File: src/rtl/mem_march_tester.sv
// BIST master for a 1-cycle-latency memory: two write/read-back passes over every
// address with a seeded pattern (true, then inverted), reporting errors and the first failing address.
module mem_march_tester #(
  parameter int unsigned           ADDR_WIDTH = 3,
  parameter int unsigned           DATA_WIDTH = 8,
  parameter logic [DATA_WIDTH-1:0] SEED       = 8'hA5
) (
  input  logic                    clk,
  input  logic                    rst,
  input  logic                    start,
  output logic [ADDR_WIDTH-1:0]   addr,
  output logic                    wr_en,
  output logic [DATA_WIDTH-1:0]   wr_data,
  output logic                    rd_en,
  input  logic [DATA_WIDTH-1:0]   rd_data,
  output logic                    busy,
  output logic                    done,
  output logic                    pass,
  output logic [ADDR_WIDTH+1:0]   err_cnt,
  output logic [ADDR_WIDTH-1:0]   first_err_addr
);

  localparam int unsigned          ERR_WIDTH = ADDR_WIDTH + 2;
  localparam logic [ADDR_WIDTH-1:0] LAST_ADDR = '1;
  localparam logic [ERR_WIDTH-1:0]  ERR_MAX   = '1;

  typedef enum logic [2:0] {S_IDLE, S_WR, S_RD, S_DRAIN, S_DONE} state_t;

  // Expected word for address a in pass ph
  function automatic logic [DATA_WIDTH-1:0] pattern(input logic [ADDR_WIDTH-1:0] a, input logic ph);
    logic [DATA_WIDTH-1:0] w;
    w = DATA_WIDTH'(a) ^ SEED;
    return ph ? ~w : w;
  endfunction

  state_t                  state, state_n;
  logic                    phase, phase_n;
  logic [ADDR_WIDTH-1:0]   a_prev, a_prev_n;
  logic                    cmp_valid, cmp_valid_n;
  logic [ADDR_WIDTH-1:0]   addr_n;
  logic                    wr_en_n, rd_en_n;
  logic [DATA_WIDTH-1:0]   wr_data_n;
  logic                    busy_n, done_n, pass_n;
  logic [ERR_WIDTH-1:0]    err_cnt_n;
  logic [ADDR_WIDTH-1:0]   first_err_addr_n;

  always_ff @(posedge clk or posedge rst) begin
    if (rst) begin
      state          <= S_IDLE;
      phase          <= 1'b0;
      a_prev         <= '0;
      cmp_valid      <= 1'b0;
      addr           <= '0;
      wr_en          <= 1'b0;
      wr_data        <= '0;
      rd_en          <= 1'b0;
      busy           <= 1'b0;
      done           <= 1'b0;
      pass           <= 1'b0;
      err_cnt        <= '0;
      first_err_addr <= '0;
    end else begin
      state          <= state_n;
      phase          <= phase_n;
      a_prev         <= a_prev_n;
      cmp_valid      <= cmp_valid_n;
      addr           <= addr_n;
      wr_en          <= wr_en_n;
      wr_data        <= wr_data_n;
      rd_en          <= rd_en_n;
      busy           <= busy_n;
      done           <= done_n;
      pass           <= pass_n;
      err_cnt        <= err_cnt_n;
      first_err_addr <= first_err_addr_n;
    end
  end

  always_comb begin
    state_n          = state;
    phase_n          = phase;
    a_prev_n         = addr;
    cmp_valid_n      = rd_en;
    addr_n           = addr;
    wr_en_n          = 1'b0;
    wr_data_n        = '0;
    rd_en_n          = 1'b0;
    busy_n           = busy;
    done_n           = done;
    pass_n           = pass;
    err_cnt_n        = err_cnt;
    first_err_addr_n = first_err_addr;

    // Compare stage: rd_data answers the read issued one cycle earlier
    if (cmp_valid && (rd_data != pattern(a_prev, phase))) begin
      if (err_cnt != ERR_MAX) err_cnt_n = err_cnt + 1'b1;
      if (err_cnt == '0)      first_err_addr_n = a_prev;
    end

    unique case (state)
      S_IDLE, S_DONE: begin
        if (start) begin
          state_n          = S_WR;
          phase_n          = 1'b0;
          addr_n           = '0;
          err_cnt_n        = '0;
          first_err_addr_n = '0;
          done_n           = 1'b0;
          pass_n           = 1'b0;
          busy_n           = 1'b1;
          wr_en_n          = 1'b1;
          wr_data_n        = pattern('0, 1'b0);
        end
      end
      S_WR: begin
        if (addr == LAST_ADDR) begin
          state_n = S_RD;
          addr_n  = '0;
          rd_en_n = 1'b1;
        end else begin
          addr_n    = addr + 1'b1;
          wr_en_n   = 1'b1;
          wr_data_n = pattern(ADDR_WIDTH'(addr + 1'b1), phase);
        end
      end
      S_RD: begin
        if (addr == LAST_ADDR) begin
          state_n = S_DRAIN;
          addr_n  = '0;
        end else begin
          addr_n  = addr + 1'b1;
          rd_en_n = 1'b1;
        end
      end
      S_DRAIN: begin
        if (!phase) begin
          state_n   = S_WR;
          phase_n   = 1'b1;
          addr_n    = '0;
          wr_en_n   = 1'b1;
          wr_data_n = pattern('0, 1'b1);
        end else begin
          state_n = S_DONE;
          busy_n  = 1'b0;
          done_n  = 1'b1;
          pass_n  = (err_cnt_n == '0);
        end
      end
      default: state_n = S_IDLE;
    endcase
  end

endmodule

File: config.mk
export PLATFORM = sky130hd
export DESIGN_NAME = mem_march_tester
export DESIGN_NICKNAME = d
export VERILOG_FILES = /design/src/rtl/mem_march_tester.sv
export SDC_FILE = /design/constraint.sdc
export NUM_CORES = 1
export LEC_CHECK = 0
export ABC_AREA = 1
export CORE_MARGIN = 4
export CORE_UTILIZATION = 30
export CTS_CLUSTER_SIZE = 28
export DETAILED_ROUTE_END_ITERATION = 12
export MAX_ROUTING_LAYER = met4
export PLACE_DENSITY_LB_ADDON = 0.2
export SLEW_MARGIN = 5
export SYNTH_ARGS = -nofsm -noshare
export SYNTH_HDL_FRONTEND = slang
export SYNTH_SLANG_ARGS = --single-unit
File: constraint.sdc
create_clock -name clk -period 4.2 [get_ports clk]
set_input_delay 1.05 -clock clk [delete_from_list [all_inputs] [get_ports clk]]
set_output_delay 1.05 -clock clk [all_outputs]
set_load 0.01 [all_outputs]
# --- After elaboration in Yosys (flattened, before gate mapping) ---
# Index checks and enable logic that the tools add are counted.
totals:
  register_bits: 32
  latchBits: 0
  ramBits: 0
  romBits: 0
  input_bits: 11
  output_inout_bits: 24
  elab_cells: 81
  mem_count: 0
classes:
  n_addsub: 2
  multipliers: 0
  n_div: 0
  n_lt_le_gt_ge: 0
  eq_ne: 12
  n_shift: 0
  n_mux: 38
  n_bitwise: 4
  reduce_logical: 12
ops:
  columns: ["cell", "count"]
  rows:
  - ["3-bit two-way mux", 11]
  - ["8-bit two-way mux", 4]
  - ["8-bit one-hot mux with 3 select lines", 1]
  - ["5-bit two-way mux", 4]
  - ["8-bit NOT", 2]
  - ["3-bit one-hot mux with 4 select lines", 1]
  - ["5-bit logical NOT", 2]
  - ["2-bit != test (second input constant)", 5]
  - ["1-bit one-hot mux with 2 select lines", 5]
  - ["1-bit two-way mux", 9]
  - ["3-bit one-hot mux with 3 select lines", 1]
  - ["3-bit AND reduction", 3]
  - ["8-bit != test", 1]
  - ["2-bit NOT with 4-bit output", 2]
  - ["7-bit two-way mux", 1]
  - ["3-bit by 2-bit equality test with 1-bit output (second input constant)", 2]
  - ["3-bit equality test (second input constant)", 2]
  - ["5-bit by 1-bit adder with 5-bit output (second input constant)", 1]
  - ["5-bit != test (second input constant)", 1]
  - ["2-bit OR reduction", 2]
  - ["3-bit by 1-bit adder with 3-bit output (second input constant)", 1]
  - ["3-bit by 1-bit equality test with 1-bit output (second input constant)", 1]
  - ["3-bit logical NOT", 1]
  - ["1-bit one-hot mux with 3 select lines", 1]
  - ["4 further kinds", 4]

# --- Logic depth before layout (Yosys ltp) ---
# Gate-level depths: netlist of run 1.
logic_depth:
  depth_word: 9
  depth_mapped: 14
  mapped_depth_nobuf: 13

# --- Least setup slack after synthesis of run 1 ---
# OpenSTA, ideal clock, no wires.
synth_path:
  kind: "in2reg"
  startpoint: "in rd_data[2]"
  endpoint: "reg pass"
  setup_time_ps: 117
  arrival_ps: 1821
  t_required_ps: 4083
  slack_ps: 2262
  path_stages: 13
  cell_sequence: "inv_1 > nand2_1 > nand2_1 > nand2_1 > nand2_1 > nor2_2 > nand2_4 > nand2_2 > nand2_1 > nand2_1 > nor2_1 > nand3_1 > nand2_1"
synth_via:
  elab_chain_cells: 6
synth_rtl:
  columns: ["element", "line_no", "text"]
  rows:
  - ["start, declared", "15", "input logic [DATA_WIDTH-1:0] rd_data,"]
  - ["8-bit != test", "95", "if (cmp_valid && (rd_data != pattern(a_prev, phase))) begin"]
  - ["1-bit logical AND", "95", null]
  - ["5-bit two-way mux", "95", null]
  - ["5-bit logical NOT", "146", "pass_n = (err_cnt_n == '0);"]
  - ["1-bit two-way mux", "136", "if (!phase) begin"]
  - ["1-bit one-hot mux with 2 select lines", "100", "unique case (state)"]
  - ["end signal, assigned", "73", "pass <= pass_n;"]
  - ["end, declared", "18", "output logic pass,"]
# No other way between the ends. The select of a mux whose other input is x is not followed.
# A chain may end at the register's enable or synchronous reset.

# --- Final worst setup path of run 1 ---
layout_path:
  startpoint: "reg err_cnt[2]"
  endpoint: "out err_cnt[2]"
layout_rtl:
  columns: ["element", "line_no", "text"]
  rows:
  - ["start, declared", "19", "output logic [ADDR_WIDTH+1:0] err_cnt,"]
  - ["start signal, assigned", "74", "err_cnt <= err_cnt_n;"]
# No word-level cell between the ends.

==> flow_metrics.tcl, run 1 <==
set metrics [dict create \
    yosysMostFrequentCell "nand2_1" \
    gp_congestion 0.819 \
    synth_area_leaders "dfrtp_1, nand2_1, inv_1" \
    clock-sinks 29 \
    path_cells "clkdlybuf4s50_1" \
    num_rows 25 \
    reg2reg_to "pass" \
    diodes 0 \
    place_ws_ns 1.68 \
    cts_tree "built" \
    grt_pass1_wl_um 5500 \
    yosys_warnings 0 \
    synth.top_cell.area_share_pct 48.0 \
    whs_path_depth 0 \
    report.final.slew_viol_count 0 \
    p_leak_nw 1.01 \
    portBuffers 34 \
    syn2layout_area_growth_pct 31.8 \
    cts_made_buffers 5 \
    crit_path_start "err_cnt[2]" \
    worstMarginPinSlew_ns 0.391 \
    status "finished clean" \
    cp-start-kind "flip-flop" \
    cp_max_fo 6 \
    die_h_um 79.0 \
    avgSynthCellArea_um2 7.96 \
    setup_viol 0 \
    postCtsSetupBuffers 0 \
    min_period_ns 2.36 \
    grt_pass1_vias 1201 \
    synth_commonest_cells "nand2_1, inv_1, dfrtp_1" \
    timing.final.hold_violations 0 \
    path_clk_slew_ns 0.06 \
    grt_overflow 0 \
    num-fill-cells 510 \
    path_class "reg2out" \
    drtIter0Drc 92 \
    max_freq_mhz 424 \
    grt_use_total_pct 11.6 \
    vias_per_cell 4.22 \
    synth_edf_count 0 \
    antenna_found_initial 0 \
    initial_utilization_pct 31.4 \
    holdWs_ns 0.381 \
    firstDrtPassIters 4 \
    fp.coreArea_mm2 0.00482 \
    synth_nets 205 \
    critPathBufInv 1 \
    pin_count 35 \
    maxSlewHeadroom_pct 74.0 \
    end_kind "primary output" \
    cts-htree-levels 2 \
    totalWireLength_um 3240 \
    hpwl_um 2460 \
    grt_max_degree 30 \
    skew_ns 0.00761 \
    postSynthCellCount 190 \
    wire_per_inst_um 11.0 \
    synth-seq-cells 29 \
    critPathMaxStageDelay_ns 0.58 \
    ys_dominant_reg_cell "dfrtp_1" \
    synth_area_mm2 0.00151 \
    synth-async-reset-ratio_pct 100 \
    p_per_area_mw_per_mm2 667 \
    cts_hold_buf 0 \
    ant_nets 0 \
    tns_ns 0 \
    r2r_start "err_cnt[0]" \
    rsz0062_at_grt "no" \
    period_share_pct 56.1 \
    vdd_drop_max_mv 0.319 \
    drv_cap 0 \
    die_area_mm2 0.00624 \
    hold_class "reg2reg" \
    worstHoldStart "rd_en" \
    drive_gt1_share_pct 6.61 \
    final_nets 242 \
    hold-path-endpoint "cmp_valid" \
    vias 1242 \
    synth_seq_area_share_pct 48.0 \
    ff2ff_setup_slack_ns 2.62 \
    cts-root-buf "clkbuf_8" \
    crit_required_ns 3.15 \
    cpLargestDelayFamily "buffers and inverters" \
    ctsResizeCount 0 \
    drc 0 \
    r2r_cells 9 \
    synth_top_area_cell "dfrtp_1" \
    placed_cell_area_mm2 0.00191 \
    synth.distinct_cells 28 \
    insertion_delay_ns 0.28 \
    arrival_ns 1.31 \
    clockBufferDepth 2 \
    final_util_pct 41.4 \
    slowest_stage "clkdlybuf4s50_1" \
    final_area_mm2 0.00199 \
    die_w_um 79.0 \
    fin_ws_ns 1.84 \
]
==> power by group <==
group	internal, mW	switching [mW]	total (mW)
registers	0.387	0.0966	0.484
logic	0.288	0.333	0.621
clock network	0.130	0.0955	0.225
total	0.805	0.525	1.33
==> logic make-up after synthesis <==
kind of cell	Yosys count	synth area share [%]
AOI/OAI and AO/OA	27	10.0
xor gates and xnor gates	2	1.16
adders and majority gates	4	3.31
buffers and inverters	40	11.3
DFF	29	48.0
and+or+nand+nor	88	26.2
==> state kept, by name, indices dropped and copies added (netlist names), 3 cells and up <==
signal / flops
err_cnt: 5
wr_data: 5
a_prev: 3
addr: 3
first_err_addr: 3
state: 3
==> final cells by class <==
cell class	count	area, µm²	share of cell area [%]
clock buffers	7	86.3	4.33
inverters	35	134	6.72
multi-input cells	121	616	30.9
flip-flops and latches	29	726	36.4
well taps	67	83.8	4.21
repair buffers	35	348	17.5
==> metal layers <==
metal | GRT usage [%] | wire length [µm] | vias to the layer above
met2 | 17.6 | 1460 | 20
met5 | - | 0 | -
li1 | - | - | 661
met1 | 14.7 | 1640 | 559
met4 | 4.12 | 23 | 0
met3 | 3.74 | 116 | 2
==> layout by cell type (no fill, tap or decap), types with 3 or more instances in the layout <==
cell type and n:
a21oi_1 10, clkbuf_8 6, clkdlybuf4s50_1 34, dfrtp_1 29, ha_1 4, inv_1 33
nand2_1 47, nand3_1 13, nor2_1 15, nor3_1 3, o211ai_1 3, o21ai_0 11
==> stage by stage <==
| step | instances | power [mW] |
|---|---|---|
| floorplan | 190 | 0.884 |
| global placement | 287 | 1.12 |
| detailed placement | 287 | 1.12 |
| CTS | 294 | 1.35 |
| global route | 294 | 1.46 |
| finish | 294 | 1.33 |
==> worst max-delay path by stage <==
stage / to / cells after the start
after floorplan: pass / 13
after global placement: pass / 14
after detailed placement: pass / 14
after CTS: err_cnt[2] / 1
after global routing: err_cnt[2] / 1
final: err_cnt[2] / 1
(Power assumes the default switching activity.)
==> run 2, diff against run 1 <==
Clock period 4.2 ns to 1.9 ns, I/O delays scaled along.
==> run 2 against run 1 <==
Register-to-register slack got worse by 2.3 ns; die area unchanged; combinational power increased by 130%; via count increased by 1.9%; clock skew decreased by 0.0020 ns; largest cell class unchanged.
==> flow_metrics.tcl, run 2 (same netlist as run 1, synthesis figures left out) <==
set metrics [dict create \
    dp_cells 290 \
    rsz0062_at_grt "no" \
    grt_pass1_vias 1237 \
    path_class "reg2out" \
    final_area_mm2 0.00202 \
    place_ws_ns -0.0448 \
    worstMarginPinSlew_ns 0.379 \
    maxSlewHeadroom_pct 74.7 \
    switching_share_pct 39.4 \
    report.final.slew_viol_count 0 \
    end_kind "primary output" \
    clock-sinks 29 \
    grt_max_degree 30 \
    cts-root-buf "clkbuf_8" \
    wire_per_inst_um 10.8 \
    setup_viol 0 \
    ant_nets 0 \
    cts-htree-levels 2 \
    p_switching_mw 1.17 \
    fp.coreArea_mm2 0.00482 \
    gp_congestion 0.808 \
    vdd_drop_max_mv 0.671 \
    placed_cell_area_mm2 0.00193 \
    min_period_ns 1.79 \
    cp_max_fo 6 \
    hold_class "reg2reg" \
    cellInternalPower_mw 1.80 \
    p_per_area_mw_per_mm2 1470 \
    arrival_ns 1.31 \
    p_leak_nw 1.02 \
    fin_cells 297 \
    max_freq_mhz 560 \
    crit_required_ns 1.42 \
    vias_per_cell 4.26 \
    drtIter0Drc 72 \
    path_clk_slew_ns 0.06 \
    die_w_um 79.0 \
    cts_hold_buf 0 \
    finalPower_mw 2.97 \
    holdWs_ns 0.385 \
    grt_overflow 0 \
    slowest_stage "clkdlybuf4s50_1" \
    cpLargestDelayFamily "buffers and inverters" \
    final_util_pct 41.8 \
    timing.final.hold_violations 0 \
    drv_cap 0 \
    skew_ns 0.00557 \
    vias 1266 \
    clockBufferDepth 2 \
    die_area_mm2 0.00624 \
    cp-start-kind "flip-flop" \
    critPathBufInv 1 \
    critPathMaxStageDelay_ns 0.58 \
    mostFrequentLayoutCells "nand2_1, clkdlybuf4s50_1, inv_1" \
    pin_count 35 \
    postCtsSetupBuffers 0 \
    fin_ws_ns 0.115 \
    grt_pass1_wl_um 5630 \
    totalWireLength_um 3220 \
    final_nets 245 \
    combPwrFrac_pct 47.0 \
    syn2layout_area_growth_pct 33.3 \
    hpwl_um 2460 \
    period_share_pct 94.0 \
    initial_utilization_pct 31.4 \
    layout_commonest_cell "nand2_1" \
    die_h_um 79.0 \
    reg_top3 "err_cnt x5, wr_data x5" \
    antenna_found_initial 0 \
    seqPwrFrac_pct 36.0 \
    status "finished clean" \
    num_rows 25 \
    insertion_delay_ns 0.27 \
    grt_use_total_pct 11.9 \
    path_cells "clkdlybuf4s50_1" \
    drc 0 \
    cts_made_buffers 5 \
    drive_gt1_share_pct 7.83 \
    firstDrtPassIters 4 \
    cts_tree "built" \
    ctsResizeCount 0 \
    num-fill-cells 507 \
    p_clk_share_pct 16.9 \
    tns_ns 0 \
    diodes 0 \
    portBuffers 34 \
]
## run 2: layout make-up
type                    instances  area (µm²)  share of cell area, %
clock buffers                   7        86.3                   4.28
multi-input cells             121         616                   30.5
inverters                      35         134                   6.64
repair buffers                 38         370                   18.4
well taps                      67        83.8                   4.16
flip-flops and latches         29         726                   36.0
## run 2: worst paths after layout
kind | startpoint | endpoint | slack [ns] | cells after the start
worst max register to register | err_cnt[0] | err_cnt[0] | 0.31 | 6
min in group asynchronous | rst | err_cnt[2] | 0.56 | 3
worst min-delay path | rd_en | cmp_valid | 0.39 | 0
worst max-delay path | err_cnt[2] | err_cnt[2] | 0.11 | 1
worst min register to register | rd_en | cmp_valid | 0.39 | 0
max in group asynchronous | rst | wr_data[5] | 1.06 | 3
## run 2: layer usage
metal / up-vias / share of wire [%] / GRT usage [%]
li1: 669 / - / -
met1: 572 / 50 / 14.9
met2: 21 / 45 / 18.1
met3: 4 / 3.7 / 3.74
met4: 0 / 0.99 / 4.30
met5: - / 0 / -
## run 2: power groups by stage
stage	Clock [mW]	Combinational [mW]	Sequential [mW]
2_1_floorplan	0	0.866	1.09
3_3_place_gp	0	1.41	1.09
3_5_place_dp	0	1.42	1.09
4_1_cts	0.523	1.42	1.08
5_1_grt	0.548	1.59	1.12
6_report	0.502	1.40	1.07
==> run 3, diff against run 2 <==
Settings changed: SKIP_LAST_GASP set to 1.
==> results of run 3 <==
Final layout, timing and power as in run 2 (identical DEF).
